==> src/rtl/sta_mirror_reader.sv <==
// sta_mirror_reader: read-side sequencer for the link status mirror RAM.
// Scans a wrapping range of mirror entries, hides the RAM read latency and
// streams each entry out with its index and a last marker.
module sta_mirror_reader #(
  parameter int ADDR_WIDTH = 4,
  parameter int DATA_WIDTH = 64,
  parameter int RD_LATENCY = 1,
  parameter int FIFO_DEPTH = 4
) (
  input  logic                  clk,
  input  logic                  rst_n,
  input  logic                  start,
  input  logic [ADDR_WIDTH-1:0] start_addr,
  input  logic [ADDR_WIDTH:0]   num_entries,
  output logic                  busy,
  output logic                  done,
  output logic [ADDR_WIDTH-1:0] ram_rd_addr,
  input  logic [DATA_WIDTH-1:0] ram_rd_data,
  output logic                  m_valid,
  input  logic                  m_ready,
  output logic [DATA_WIDTH-1:0] m_data,
  output logic [ADDR_WIDTH-1:0] m_addr,
  output logic                  m_last
);

  localparam int CNT_W = $clog2(FIFO_DEPTH + 1);
  localparam int INF_W = $clog2(RD_LATENCY + 2);
  localparam logic [ADDR_WIDTH:0] ONE_LEFT = 1;

  typedef enum logic [1:0] {IDLE, ISSUE, DRAIN, FIN} state_t;

  state_t                state;
  logic [ADDR_WIDTH-1:0] rd_ptr;
  logic [ADDR_WIDTH:0]   remaining;
  logic                  scan_empty;

  // Tag stage aligned with ram_rd_addr, then RD_LATENCY stages matching the RAM.
  logic                  vld_p0;
  logic                  last_p0;
  logic [RD_LATENCY-1:0] vld_pipe;
  logic [RD_LATENCY-1:0] last_pipe;
  logic [ADDR_WIDTH-1:0] addr_pipe [RD_LATENCY];

  // Shift-register FIFO; entry 0 is the head and directly drives the outputs.
  logic [DATA_WIDTH-1:0] fifo_data [FIFO_DEPTH];
  logic [ADDR_WIDTH-1:0] fifo_addr [FIFO_DEPTH];
  logic [FIFO_DEPTH-1:0] fifo_last;
  logic [CNT_W-1:0]      fifo_count;

  logic                  push;
  logic                  pop;
  logic                  issue;
  logic [INF_W-1:0]      inflight;
  logic [CNT_W-1:0]      wr_idx;
  logic [CNT_W-1:0]      count_next;

  assign push    = vld_pipe[RD_LATENCY-1];
  assign pop     = m_valid & m_ready;
  assign m_data  = fifo_data[0];
  assign m_addr  = fifo_addr[0];
  assign m_last  = fifo_last[0];

  // Occupancy bookkeeping: reads in flight, FIFO write slot and next count.
  always_comb begin
    inflight = INF_W'(vld_p0);
    for (int i = 0; i < RD_LATENCY; i++) begin
      inflight = inflight + INF_W'(vld_pipe[i]);
    end
    wr_idx = pop ? fifo_count - 1'b1 : fifo_count;
    count_next = fifo_count;
    if (push && !pop) begin
      count_next = fifo_count + 1'b1;
    end else if (!push && pop) begin
      count_next = fifo_count - 1'b1;
    end
    // A pop this cycle frees a slot, so it counts toward the credit.
    issue = (state == ISSUE) &&
            (int'(fifo_count) + int'(inflight) < FIFO_DEPTH + int'(pop));
  end

  // Scan sequencer: start capture, read issue, drain and done pulse.
  always_ff @(posedge clk or negedge rst_n) begin
    if (!rst_n) begin
      state       <= IDLE;
      rd_ptr      <= '0;
      remaining   <= '0;
      scan_empty  <= 1'b0;
      busy        <= 1'b0;
      done        <= 1'b0;
      ram_rd_addr <= '0;
      vld_p0      <= 1'b0;
      last_p0     <= 1'b0;
    end else begin
      done    <= 1'b0;
      vld_p0  <= 1'b0;
      last_p0 <= 1'b0;
      case (state)
        IDLE: begin
          if (start) begin
            rd_ptr     <= start_addr;
            remaining  <= num_entries;
            scan_empty <= (num_entries == '0);
            busy       <= 1'b1;
            state      <= (num_entries == '0) ? DRAIN : ISSUE;
          end
        end
        ISSUE: begin
          if (issue) begin
            ram_rd_addr <= rd_ptr;
            rd_ptr      <= rd_ptr + 1'b1;
            remaining   <= remaining - 1'b1;
            vld_p0      <= 1'b1;
            last_p0     <= (remaining == ONE_LEFT);
            if (remaining == ONE_LEFT) begin
              state <= DRAIN;
            end
          end
        end
        DRAIN: begin
          if (inflight == '0 && (scan_empty || (pop && m_last))) begin
            state <= FIN;
            done  <= 1'b1;
            busy  <= 1'b0;
          end
        end
        FIN: begin
          state <= IDLE;
        end
        default: begin
          state <= IDLE;
        end
      endcase
    end
  end

  // Tag shift pipeline tracking each read through the RAM latency.
  always_ff @(posedge clk or negedge rst_n) begin
    if (!rst_n) begin
      vld_pipe  <= '0;
      last_pipe <= '0;
      for (int i = 0; i < RD_LATENCY; i++) begin
        addr_pipe[i] <= '0;
      end
    end else begin
      vld_pipe[0]  <= vld_p0;
      last_pipe[0] <= last_p0;
      addr_pipe[0] <= ram_rd_addr;
      for (int i = 1; i < RD_LATENCY; i++) begin
        vld_pipe[i]  <= vld_pipe[i-1];
        last_pipe[i] <= last_pipe[i-1];
        addr_pipe[i] <= addr_pipe[i-1];
      end
    end
  end

  // Output FIFO: capture RAM data with its tag, shift forward on each pop.
  always_ff @(posedge clk or negedge rst_n) begin
    if (!rst_n) begin
      fifo_count <= '0;
      fifo_last  <= '0;
      m_valid    <= 1'b0;
      for (int i = 0; i < FIFO_DEPTH; i++) begin
        fifo_data[i] <= '0;
        fifo_addr[i] <= '0;
      end
    end else begin
      for (int i = 0; i < FIFO_DEPTH - 1; i++) begin
        if (push && wr_idx == CNT_W'(i)) begin
          fifo_data[i] <= ram_rd_data;
          fifo_addr[i] <= addr_pipe[RD_LATENCY-1];
          fifo_last[i] <= last_pipe[RD_LATENCY-1];
        end else if (pop) begin
          fifo_data[i] <= fifo_data[i+1];
          fifo_addr[i] <= fifo_addr[i+1];
          fifo_last[i] <= fifo_last[i+1];
        end
      end
      if (push && wr_idx == CNT_W'(FIFO_DEPTH - 1)) begin
        fifo_data[FIFO_DEPTH-1] <= ram_rd_data;
        fifo_addr[FIFO_DEPTH-1] <= addr_pipe[RD_LATENCY-1];
        fifo_last[FIFO_DEPTH-1] <= last_pipe[RD_LATENCY-1];
      end
      fifo_count <= count_next;
      m_valid    <= (count_next != '0);
    end
  end

endmodule

==> config.mk <==
export PLATFORM = sky130hd
export DESIGN_NAME = sta_mirror_reader
export DESIGN_NICKNAME = d
export VERILOG_FILES = /design/src/rtl/sta_mirror_reader.sv
export SDC_FILE = /design/constraint.sdc
export NUM_CORES = 1
export LEC_CHECK = 0
export ABC_CLOCK_PERIOD_IN_PS = 2900
export BUFFER_PORTS_ARGS = -buffer_cell sky130_fd_sc_hd__buf_2
export CORE_AREA = 2 2 171 173
export DETAILED_ROUTE_END_ITERATION = 10
export DIE_AREA = 0 0 173 175
export PLACE_DENSITY_LB_ADDON = 0.25
export SYNTH_ARGS = -nofsm -noshare
export SYNTH_HDL_FRONTEND = slang
export SYNTH_SLANG_ARGS = --single-unit
export TNS_END_PERCENT = 50
==> constraint.sdc <==
create_clock -name clk -period 2.9 [get_ports clk]
set_input_delay 0.58 -clock clk [delete_from_list [all_inputs] [get_ports clk]]
set_output_delay 0.58 -clock clk [all_outputs]
set_load 0.01 [all_outputs]
==> results of run 1 <==
[metrics by stage]
step / setup WS [ps] / utilization, % / instance area [µm²] / hold slack [ps]
2_1_floorplan: 190 / - / 15100 / 284
3_3_place_gp: 265 / 55.6 / 15800 / 337
3_5_place_dp: 140 / 55.6 / 15800 / 342
4_1_cts: 176 / 59.5 / 16900 / 71.2
5_1_grt: 23.6 / 59.5 / 16900 / 101
6_report: 183 / 59.5 / 16900 / 63.8
[kinds of logic after synthesis]
| kind of cell | after synthesis | share of synthesized area [%] |
|---|---|---|
| simple gates | 527 | 14.9 |
| flops | 306 | 50.8 |
| xor+xnor | 5 | 0.290 |
| buf+inv | 187 | 6.82 |
| fa+ha+maj | 14 | 1.19 |
| mux | 287 | 21.0 |
| compound gates | 124 | 4.95 |
[area by class of cell]
cell class / instances / area (µm²)
multi-input cells: 957 / 6430
repair buffers: 183 / 1140
flip-flops and latches: 306 / 7660
fillers: 2440 / 11500
well taps: 384 / 480
inverters: 19 / 71.3
clock inverters: 8 / 76.3
clock buffers: 53 / 1030
[layout by cell type (no fill, tap or decap), types with 3 or more instances in the layout]
cell type / synthesis / final
clkinv_2: 0 / 4
mux2_2: 190 / 190
o211ai_1: 4 / 4
o221ai_1: 4 / 4
clkbuf_1: 61 / 9
nand3b_1: 3 / 3
buf_2: 30 / 151
inv_1: 19 / 19
clkbuf_8: 0 / 9
buf_4: 71 / 20
nand4_1: 71 / 71
clkbuf_16: 0 / 35
a22oi_1: 6 / 6
nand2_1: 423 / 422
nand3_1: 5 / 5
o21ai_0: 80 / 80
nand2b_1: 5 / 5
mux2i_1: 77 / 77
a21oi_1: 5 / 5
mux2_4: 10 / 10
dfrtp_1: 306 / 305
a22o_1: 5 / 5
mux2_1: 10 / 10
nor2_1: 3 / 3
xnor2_1: 4 / 4
ha_1: 12 / 12
buf_12: 0 / 11
[repair_timing]
action,4_1_cts,5_1_grt
endpoints found under the setup margin,0,1
gates resized for setup,0,1
buffers inserted,0,0
[layer usage]
| metal | vias to the layer above | share of wire (%) |
|---|---|---|
| met1 | 5359 | 46 |
| li1 | 4976 | - |
| met4 | 2 | 1.6 |
| met2 | 241 | 48 |
| met5 | - | 0.048 |
| met3 | 46 | 4.8 |
[power breakdown]
part           switching [µW]  internal, µW
logic                    1220           397
clock network            1690          2550
registers                62.6          4300
total                    2970          7240
[worst max-delay path: stages (launching register included)]
cell and delay [ps]:
dfrtp_2 410, inv_1 80, ha_1 230, ha_1 210, fa_1 470, and4bb_2 270, o221ai_1 350, buf_4 240
mux2_2 330
[sequential cells by signal (all words and copies together) (netlist names), 2 cells and up]
name / count
fifo_data: 192
m_data: 64
fifo_addr: 12
remaining: 5
addr_pipe: 4
fifo_last: 4
m_addr: 4
ram_rd_addr: 4
rd_ptr: 4
fifo_count: 3
state: 2
[final timing paths]
check / from / end / slack, ps
min: rst_n / m_data[25] / 60
min in group clk: last_p0 / last_pipe / 340
max reg2reg: push / ram_rd_addr[2] / 180
max: push / ram_rd_addr[2] / 180
min reg2reg: last_p0 / last_pipe / 340
max in group asynchronous: rst_n / fifo_data[25] / 2000
==> impl_metrics.env, run 1 <==
export IMPL_grt_total_usage_pct=22.5
export IMPL_antenna_found_initial=1
export IMPL_gpl_final_weighted_congestion=0.805
export IMPL_synthesis_nets=1540
export IMPL_ys_dominant_reg_cell="dfrtp_1"
export IMPL_cts_tree="done"
export IMPL_yosys_warnings=0
export IMPL_fin_skew_ps=17.7
export IMPL_dieWidth_um=173
export IMPL_setup_failing_eps_final=0
export IMPL_shortest_period_the_worst_path_allows_ps=2720
export IMPL_yosysSeqAreaShare_pct=50.8
export IMPL_post_drt_via_cell_ratio=5.56
export IMPL_gate_count_of_the_mapped_netlist=1450
export IMPL_run_status="complete, no violations"
export IMPL_hpwl_um=19300
export IMPL_fp_row_count=62
export IMPL_diodes=0
export IMPL_route_detailed_wl_per_inst_um=17.6
export IMPL_global_route_peak_usage_layer="met2"
export IMPL_tightest_slew_ps=1010
export IMPL_hold_path_class="input pin to async pin"
export IMPL_power_uw=10200
export IMPL_floorplan_die_area_mm2=0.0303
export IMPL_synth_avg_cell_area_um2=10.4
export IMPL_max_freq_mhz=368
export IMPL_grt_pass1_vias=10800
export IMPL_use_met2_pct=36.7
export IMPL_port_buffers=152
export IMPL_worstPathRequired_ps=3280
export IMPL_timing_max_slew_rel_slack_pct=32.7
export IMPL_finalHoldViolations=0
export IMPL_synth_cell_types=53
export IMPL_cts_max_level=2
export IMPL_syn_cell_area_mm2=0.0151
export IMPL_cap_violations=0
export IMPL_critical_path_startpoint_type="flop"
export IMPL_place_detailed_instances=1849
export IMPL_clk_sink_count=306
export IMPL_dr_pass1_iters=5
export IMPL_post_synth_top_area_fraction_pct=50.8
export IMPL_postRouteAntennaNets=0
export IMPL_top_level_ports=153
export IMPL_arrival_ps=3100
export IMPL_grt_start_max_net_pins=115
export IMPL_synth_edf_count=0
export IMPL_rr_worst_depth=8
export IMPL_timing_setup_critical_path_class="flop to flop"
export IMPL_grt_overflow=0
export IMPL_number_of_vias_after_detailed_routing=10600
export IMPL_start_util_pct=53.1
export IMPL_synthDominantAreaCellType="dfrtp_1"
export IMPL_drive_above_1_share_pct=29.4
export IMPL_setup_total_negative_slack_ps=0
export IMPL_cts_made_buffers=34
export IMPL_flow_area_growth_from_synthesis_pct=12.0
export IMPL_cts_buffer_depth=3
export IMPL_grt_setup_unrepaired="false"
export IMPL_grtUsageMet1_pct=31.7
export IMPL_worstPathMaxFanout=8
export IMPL_grt_pass1_wl_um=56400
export IMPL_drtIter0Drc=847
export IMPL_final_min_period_over_clock_period_pct=93.7
export IMPL_vdd_ir_drop_worst_mv=0.493
export IMPL_yosysMostFrequentCell="nand2_1"
export IMPL_fp_coreArea_mm2=0.0284
export IMPL_cts_hold_buf=0
export IMPL_detail_route_drc_violations=0
export IMPL_met3_usage_pct=3.48
export IMPL_crit_path_end_kind="flop"
export IMPL_clkLatencyLatePin_ps=510
export IMPL_layout_nets=1591
export IMPL_synthTopCellsByArea="dfrtp_1 51%, mux2_2 14%, nand2_1 11%"
export IMPL_die_height_um=175
export IMPL_timing_final_max_slew_violations=0
export IMPL_layoutNonFillerInstCount=1910
export IMPL_ys_top_cells_by_count="423 x nand2_1, 306 x dfrtp_1, 190 x mux2_2, 80 x o21ai_0, 77 x mux2i_1"
export IMPL_clk_pin_slew_ps=60
export IMPL_clockRootBuffer="clkbuf_16"
export IMPL_drt_wl_total_um=33600
export IMPL_power_density_mw_per_mm2=605
export IMPL_async_reset_ff_share_pct=100
export IMPL_power_leakage_uw=0.00891
export IMPL_postSynthRegisterBits=306
Power figures use the tool's default switching activity.
==> run 2: changes to the inputs <==
Settings changed: ABC_AREA set to 1, CORE_AREA 2 2 171 173 to 2 2 193 195, DIE_AREA 0 0 173 175 to 0 0 195 197.
==> impl_metrics.env, run 2 <==
export IMPL_run_status="complete, no violations"
export IMPL_power_leakage_uw=0.0101
export IMPL_setup_total_negative_slack_ps=0
export IMPL_clockRootBuffer="clkbuf_16"
export IMPL_ys_dominant_reg_cell="dfrtp_1"
export IMPL_timing_setup_critical_path_class="flop to flop"
export IMPL_grt_overflow=0
export IMPL_gpl_final_weighted_congestion=0.801
export IMPL_crit_slowest_cell="fa_1"
export IMPL_power_density_mw_per_mm2=1040
export IMPL_hpwl_um=25100
export IMPL_cap_violations=0
export IMPL_most_common_layout_cells="983 x nand2_1, 306 x dfrtp_1, 232 x nand3_1"
export IMPL_final_min_period_over_clock_period_pct=89.0
export IMPL_max_freq_mhz=387
export IMPL_floorplan_die_area_mm2=0.0384
export IMPL_diodes=0
export IMPL_crit_path_end_kind="flop"
export IMPL_synth_avg_cell_area_um2=7.38
export IMPL_multi_input_comb_area_mm2=0.00698
export IMPL_vdd_ir_drop_worst_mv=0.671
export IMPL_cts_made_buffers=36
export IMPL_finalHoldViolations=0
export IMPL_timing_final_max_slew_violations=0
export IMPL_cts_buffer_depth=3
export IMPL_clkLatencyLatePin_ps=530
export IMPL_dr_pass1_iters=5
export IMPL_final_design_area_no_fill_mm2=0.0180
export IMPL_worstPathMaxFanout=10
export IMPL_clk_pin_slew_ps=60
export IMPL_dieWidth_um=195
export IMPL_drtIter0Drc=1065
export IMPL_port_buffers=152
export IMPL_clk_sink_count=306
export IMPL_flow_area_growth_from_synthesis_pct=11.3
export IMPL_shortest_period_the_worst_path_allows_ps=2580
export IMPL_layout_filler_cells=3599
export IMPL_layout_commonest_cell="nand2_1"
export IMPL_drive_above_1_share_pct=12.0
export IMPL_gate_count_of_the_mapped_netlist=2195
export IMPL_async_reset_ff_share_pct=100
export IMPL_postRouteAntennaNets=0
export IMPL_antenna_found_initial=1
export IMPL_timing_critical_path_max_delay_family="simple AND/OR/NAND/NOR gates"
export IMPL_route_detailed_wl_per_inst_um=16.3
export IMPL_tightest_slew_ps=927
export IMPL_cts_tree="done"
export IMPL_critical_path_cell_chain="inv_1 -> ha_1 -> ha_1 -> fa_1 -> nor2_1 -> nand2_1 -> nand2_1 -> nand3_1 -> nand2_4 -> nand2_2 -> nand2_1 -> nand2_1"
export IMPL_yosysMostFrequentCell="nand2_1"
export IMPL_seqCellArea_mm2=0.00766
export IMPL_crit_path_buffers_inverters=1
export IMPL_synth_cell_types=24
export IMPL_post_synth_top_area_fraction_pct=47.2
export IMPL_setup_failing_eps_final=0
export IMPL_synth_edf_count=0
export IMPL_grt_pass1_vias=14200
export IMPL_grt_total_usage_pct=23.2
export IMPL_critical_path_startpoint_type="flop"
export IMPL_critical_path_max_stage_delay_ps=440
export IMPL_synthesis_nets=2285
export IMPL_number_of_vias_after_detailed_routing=14500
export IMPL_start_util_pct=44.7
export IMPL_postSynthRegisterBits=306
export IMPL_worst_path_most_repeated_cell="nand2_1"
export IMPL_placed_area_mm2=0.0168
export IMPL_fin_skew_ps=25.0
export IMPL_largest_reg_flops=192
export IMPL_synthTopCellsByArea="dfrtp_1 47%, nand2_1 23%, nand4_1 8.1%"
export IMPL_die_height_um=197
export IMPL_yosys_warnings=0
export IMPL_drt_wl_total_um=43700
export IMPL_detail_route_drc_violations=0
export IMPL_fp_coreArea_mm2=0.0363
export IMPL_hold_path_class="flop to flop"
export IMPL_timing_max_slew_rel_slack_pct=38.2
export IMPL_syn_cell_area_mm2=0.0162
export IMPL_yosysSeqAreaShare_pct=47.2
export IMPL_layout_nets=2272
export IMPL_grt_pass1_wl_um=73900
export IMPL_worst_hold_check_slack_ps=340
export IMPL_synthDominantAreaCellType="dfrtp_1"
export IMPL_largest_register="fifo_data"
export IMPL_grt_start_max_net_pins=157
export IMPL_grt_setup_unrepaired="false"
export IMPL_arrival_ps=2980
export IMPL_top_level_ports=153
export IMPL_worstPathRequired_ps=3300
export IMPL_ys_top_cells_by_count="984 x nand2_1, 306 x dfrtp_1, 236 x nand3_1, 209 x nand4_1, 96 x buf_2"
export IMPL_cts_max_level=2
export IMPL_post_drt_via_cell_ratio=5.42
export IMPL_fp_row_count=70
run 2: stage by stage:
step | setup slack (ps) | total power [µW] | cells | utilization, %
2_1_floorplan | 597 | 12400 | 2195 | -
4_1_cts | 284 | 18800 | 2677 | 49.8
6_report | 319 | 18700 | 2677 | 49.8
3_3_place_gp | 357 | 14000 | 2611 | 46.4
3_5_place_dp | 293 | 14200 | 2611 | 46.4
5_1_grt | 33.5 | 20200 | 2677 | 49.8
run 2: kinds of logic (layout without fill, tap and decap cells):
| family | after synthesis | after routing | share of synthesized area, % |
|---|---|---|---|
| buffers and inverters | 340 | 354 | 10.2 |
| adder cells (fa/ha/maj) | 13 | 13 | 1.05 |
| AND/OR/NAND/NOR | 1452 | 1452 | 38.8 |
| AO/OA/AOI/OAI | 83 | 83 | 2.63 |
| flip-flops | 306 | 306 | 47.2 |
| XOR/XNOR | 1 | 1 | 0.0540 |
run 2: layer usage:
metal | vias to the layer above | wire [µm] | part of all wire, % | global-route usage (%)
li1 | 7060 | - | - | -
met2 | 373 | 20000 | 46 | 37.3
met5 | - | 16 | 0.037 | 0
met3 | 74 | 2320 | 5.3 | 3.78
met4 | 2 | 884 | 2.0 | 6.64
met1 | 6990 | 20400 | 47 | 32.4
run 2: path summary, 6_finish.rpt:
kind                               from        endpoint  slack [ps]  cells after the start
worst max register to register     push    remaining[1]         320                     12
min in group asynchronous         rst_n  fifo_data[178]         590                      2
worst min-delay path            last_p0       last_pipe         340                      0
worst max-delay path               push    remaining[1]         320                     12
worst min register to register  last_p0       last_pipe         340                      0
max in group asynchronous         rst_n         last_p0        1460                      3
run 2: repair_timing:
item / 4_1_cts / 5_1_grt
hold buffers: 1 / 0
setup endpoints to repair: 0 / 1
endpoints found under the hold margin: 25 / 0
setup buffers: 0 / 0
gates resized for setup: 0 / 1
run 2: final cells by class:
| class | count | area share, % |
|---|---|---|
| clock buffer | 47 | 5.78 |
| clock inverter | 18 | 0.860 |
| inverter | 98 | 2.08 |
| multi-input combinational | 1549 | 38.7 |
| sequential | 306 | 42.4 |
| tap | 468 | 3.24 |
| timing repair buffer | 191 | 6.95 |
run 2: where the power goes:
| group | switching, µW | total, µW | internal, µW |
|---|---|---|---|
| registers | 958 | 6960 | 6000 |
| clock network | 1840 | 4560 | 2720 |
| logic | 4910 | 7170 | 2260 |
==> run 3: changes to the inputs <==
Settings changed: ABC_CLOCK_PERIOD_IN_PS 2900 to 2100.
Clock period 2.9 ns to 2.1 ns, I/O delays scaled along.
==> impl_metrics.env, run 3 (synthesized netlist as in run 2, its figures left out) <==
export IMPL_timing_final_max_slew_violations=0
export IMPL_grt_pass1_wl_um=72400
export IMPL_rr_worst_depth=12
export IMPL_drt_wl_total_um=45700
export IMPL_dieWidth_um=195
export IMPL_postRouteAntennaNets=0
export IMPL_switching_share_pct=41.1
export IMPL_power_sequential_fraction_pct=35.5
export IMPL_drive_above_1_share_pct=13.6
export IMPL_clkLatencyLatePin_ps=530
export IMPL_antenna_found_initial=1
export IMPL_grt_overflow=0
export IMPL_finalHoldViolations=0
export IMPL_drtIter0Drc=1147
export IMPL_shortest_period_the_worst_path_allows_ps=2080
export IMPL_cts_max_level=2
export IMPL_port_buffers=152
export IMPL_power_frac_clock_pct=22.2
export IMPL_cellInternalPower_uw=15900
export IMPL_grt_setup_unrepaired="true"
export IMPL_setup_total_negative_slack_ps=0
export IMPL_min_from="start"
export IMPL_fp_coreArea_mm2=0.0363
export IMPL_setup_failing_eps_final=0
export IMPL_post_drt_via_cell_ratio=5.46
export IMPL_cts_buffer_depth=3
export IMPL_gpl_final_weighted_congestion=0.799
export IMPL_arrival_ps=2500
export IMPL_largest_register="fifo_data"
export IMPL_final_min_period_over_clock_period_pct=99.2
export IMPL_seqCellArea_mm2=0.00766
export IMPL_detail_route_drc_violations=0
export IMPL_hold_path_class="input pin to flop"
export IMPL_worstReg2RegEnd="rd_ptr[1]"
export IMPL_worstPathMaxFanout=5
export IMPL_flow_area_growth_from_synthesis_pct=15.5
export IMPL_start_util_pct=44.7
export IMPL_hold_path_end="busy"
export IMPL_number_of_vias_after_detailed_routing=14800
export IMPL_cts_tree="done"
export IMPL_most_common_layout_cells="977 x nand2_1, 306 x dfrtp_1, 230 x nand3_1"
export IMPL_clockRootBuffer="clkbuf_16"
export IMPL_regToRegSetupSlack_ps=20
export IMPL_run_status="complete, no violations"
export IMPL_grt_pass1_vias=13900
export IMPL_fp_row_count=70
export IMPL_die_height_um=197
export IMPL_layout_nets=2311
export IMPL_worstPathRequired_ps=2520
export IMPL_grt_total_usage_pct=22.6
export IMPL_dr_pass1_iters=5
export IMPL_layout_commonest_cell="nand2_1"
export IMPL_cap_violations=0
export IMPL_diodes=0
export IMPL_clk_pin_slew_ps=50
export IMPL_worst_r2r_startpoint="push"
export IMPL_vdd_ir_drop_worst_mv=0.759
export IMPL_hold_depth=3
export IMPL_layout_filler_cells=3529
export IMPL_switchingPower_uw=11100
export IMPL_fin_skew_ps=19.1
export IMPL_timing_max_slew_rel_slack_pct=40.3
export IMPL_top_level_ports=153
export IMPL_power_density_mw_per_mm2=1450
export IMPL_grt_start_max_net_pins=180
export IMPL_route_detailed_wl_per_inst_um=16.9
export IMPL_crit_path_end_kind="flop"
export IMPL_largest_reg_flops=192
export IMPL_power_frac_comb_pct=42.3
export IMPL_timing_setup_critical_path_class="flop to flop"
export IMPL_floorplan_die_area_mm2=0.0384
export IMPL_worst_hold_check_slack_ps=186
export IMPL_clk_sink_count=306
export IMPL_max_freq_mhz=480
export IMPL_critical_path_startpoint_type="flop"
export IMPL_power_leakage_uw=0.0104
export IMPL_cts_made_buffers=36
export IMPL_hpwl_um=25200
export IMPL_multi_input_comb_area_mm2=0.00706
export IMPL_tightest_slew_ps=895
run 3: cell types whose count changed in the layout (fill, tap and decap cells not counted), moves of 7 or more:
cell	change
clkinv_2	-9
clkbuf_1	+8
buf_4	+10
buf_16	+7
run 3: power groups by stage:
stage | logic (µW) | registers (µW) | clock network [µW]
2_1_floorplan | 7840 | 9380 | 0
3_3_place_gp | 10200 | 9610 | 0
3_5_place_dp | 10400 | 9700 | 0
4_1_cts | 10600 | 9620 | 6100
5_1_grt | 12800 | 9940 | 6320
6_report | 11400 | 9620 | 6000
run 3: critical path, stage by stage, from the launching register on:
cell,delay (ps)
dfrtp_1,380
inv_2,80
ha_4,200
ha_4,160
fa_2,510
nor2_1,40
nand2_1,70
nand2_2,80
nand3_4,100
nand2_8,80
buf_6,130
nand3_1,60
nand2_1,60
run 3: per-stage QoR:
step / instance area [µm²] / utilization (%) / setup slack (ps) / power, µW / cells
final: 18700 / 51.6 / 15.8 / 27100 / 2712
after detailed placement: 17100 / 47.1 / 7.17 / 20100 / 2627
after global placement: 17100 / 47.1 / 53.3 / 19800 / 2627
after global routing: 18700 / 51.6 / -80.3 / 29100 / 2712
after floorplan: 16200 / - / 10.9 / 17200 / 2195
after CTS: 18300 / 50.4 / -0.818 / 26300 / 2690
run 3: layer usage:
metal,GRT usage [%],part of all wire (%),up-vias
li1,-,-,7133
met5,0,0.028,-
met2,35.9,47,445
met4,6.30,2.0,2
met1,32.6,46,7138
met3,3.06,5.4,76
run 3: timing repair:
item | CTS | global route
hold buffers | 1 | 0
pin swaps | 6 | 8
cloned | 1 | 10
hold endpoints to repair | 32 | 0
endpoints found under the setup margin | 3 | 109
buffers inserted | 0 | 12
gates resized for setup | 10 | 15
run 3: cell type report:
class | count | area share [%]
Sequential cell | 306 | 40.9
Multi-Input combinational cell | 1550 | 37.7
Timing Repair Buffer | 229 | 10.2
Clock buffer | 55 | 5.68
Tap cell | 468 | 3.13
Inverter | 98 | 2.01
Clock inverter | 6 | 0.341
run 3: worst max path at each step:
stage,startpoint,to,depth (start not counted)
floorplan,push,rd_ptr[0],12
global placement,vld_p0,remaining[3],12
detailed placement,push,rd_ptr[0],12
CTS,push,rd_ptr[1],12
global route,push,rd_ptr[1],12
finish,push,rd_ptr[1],12
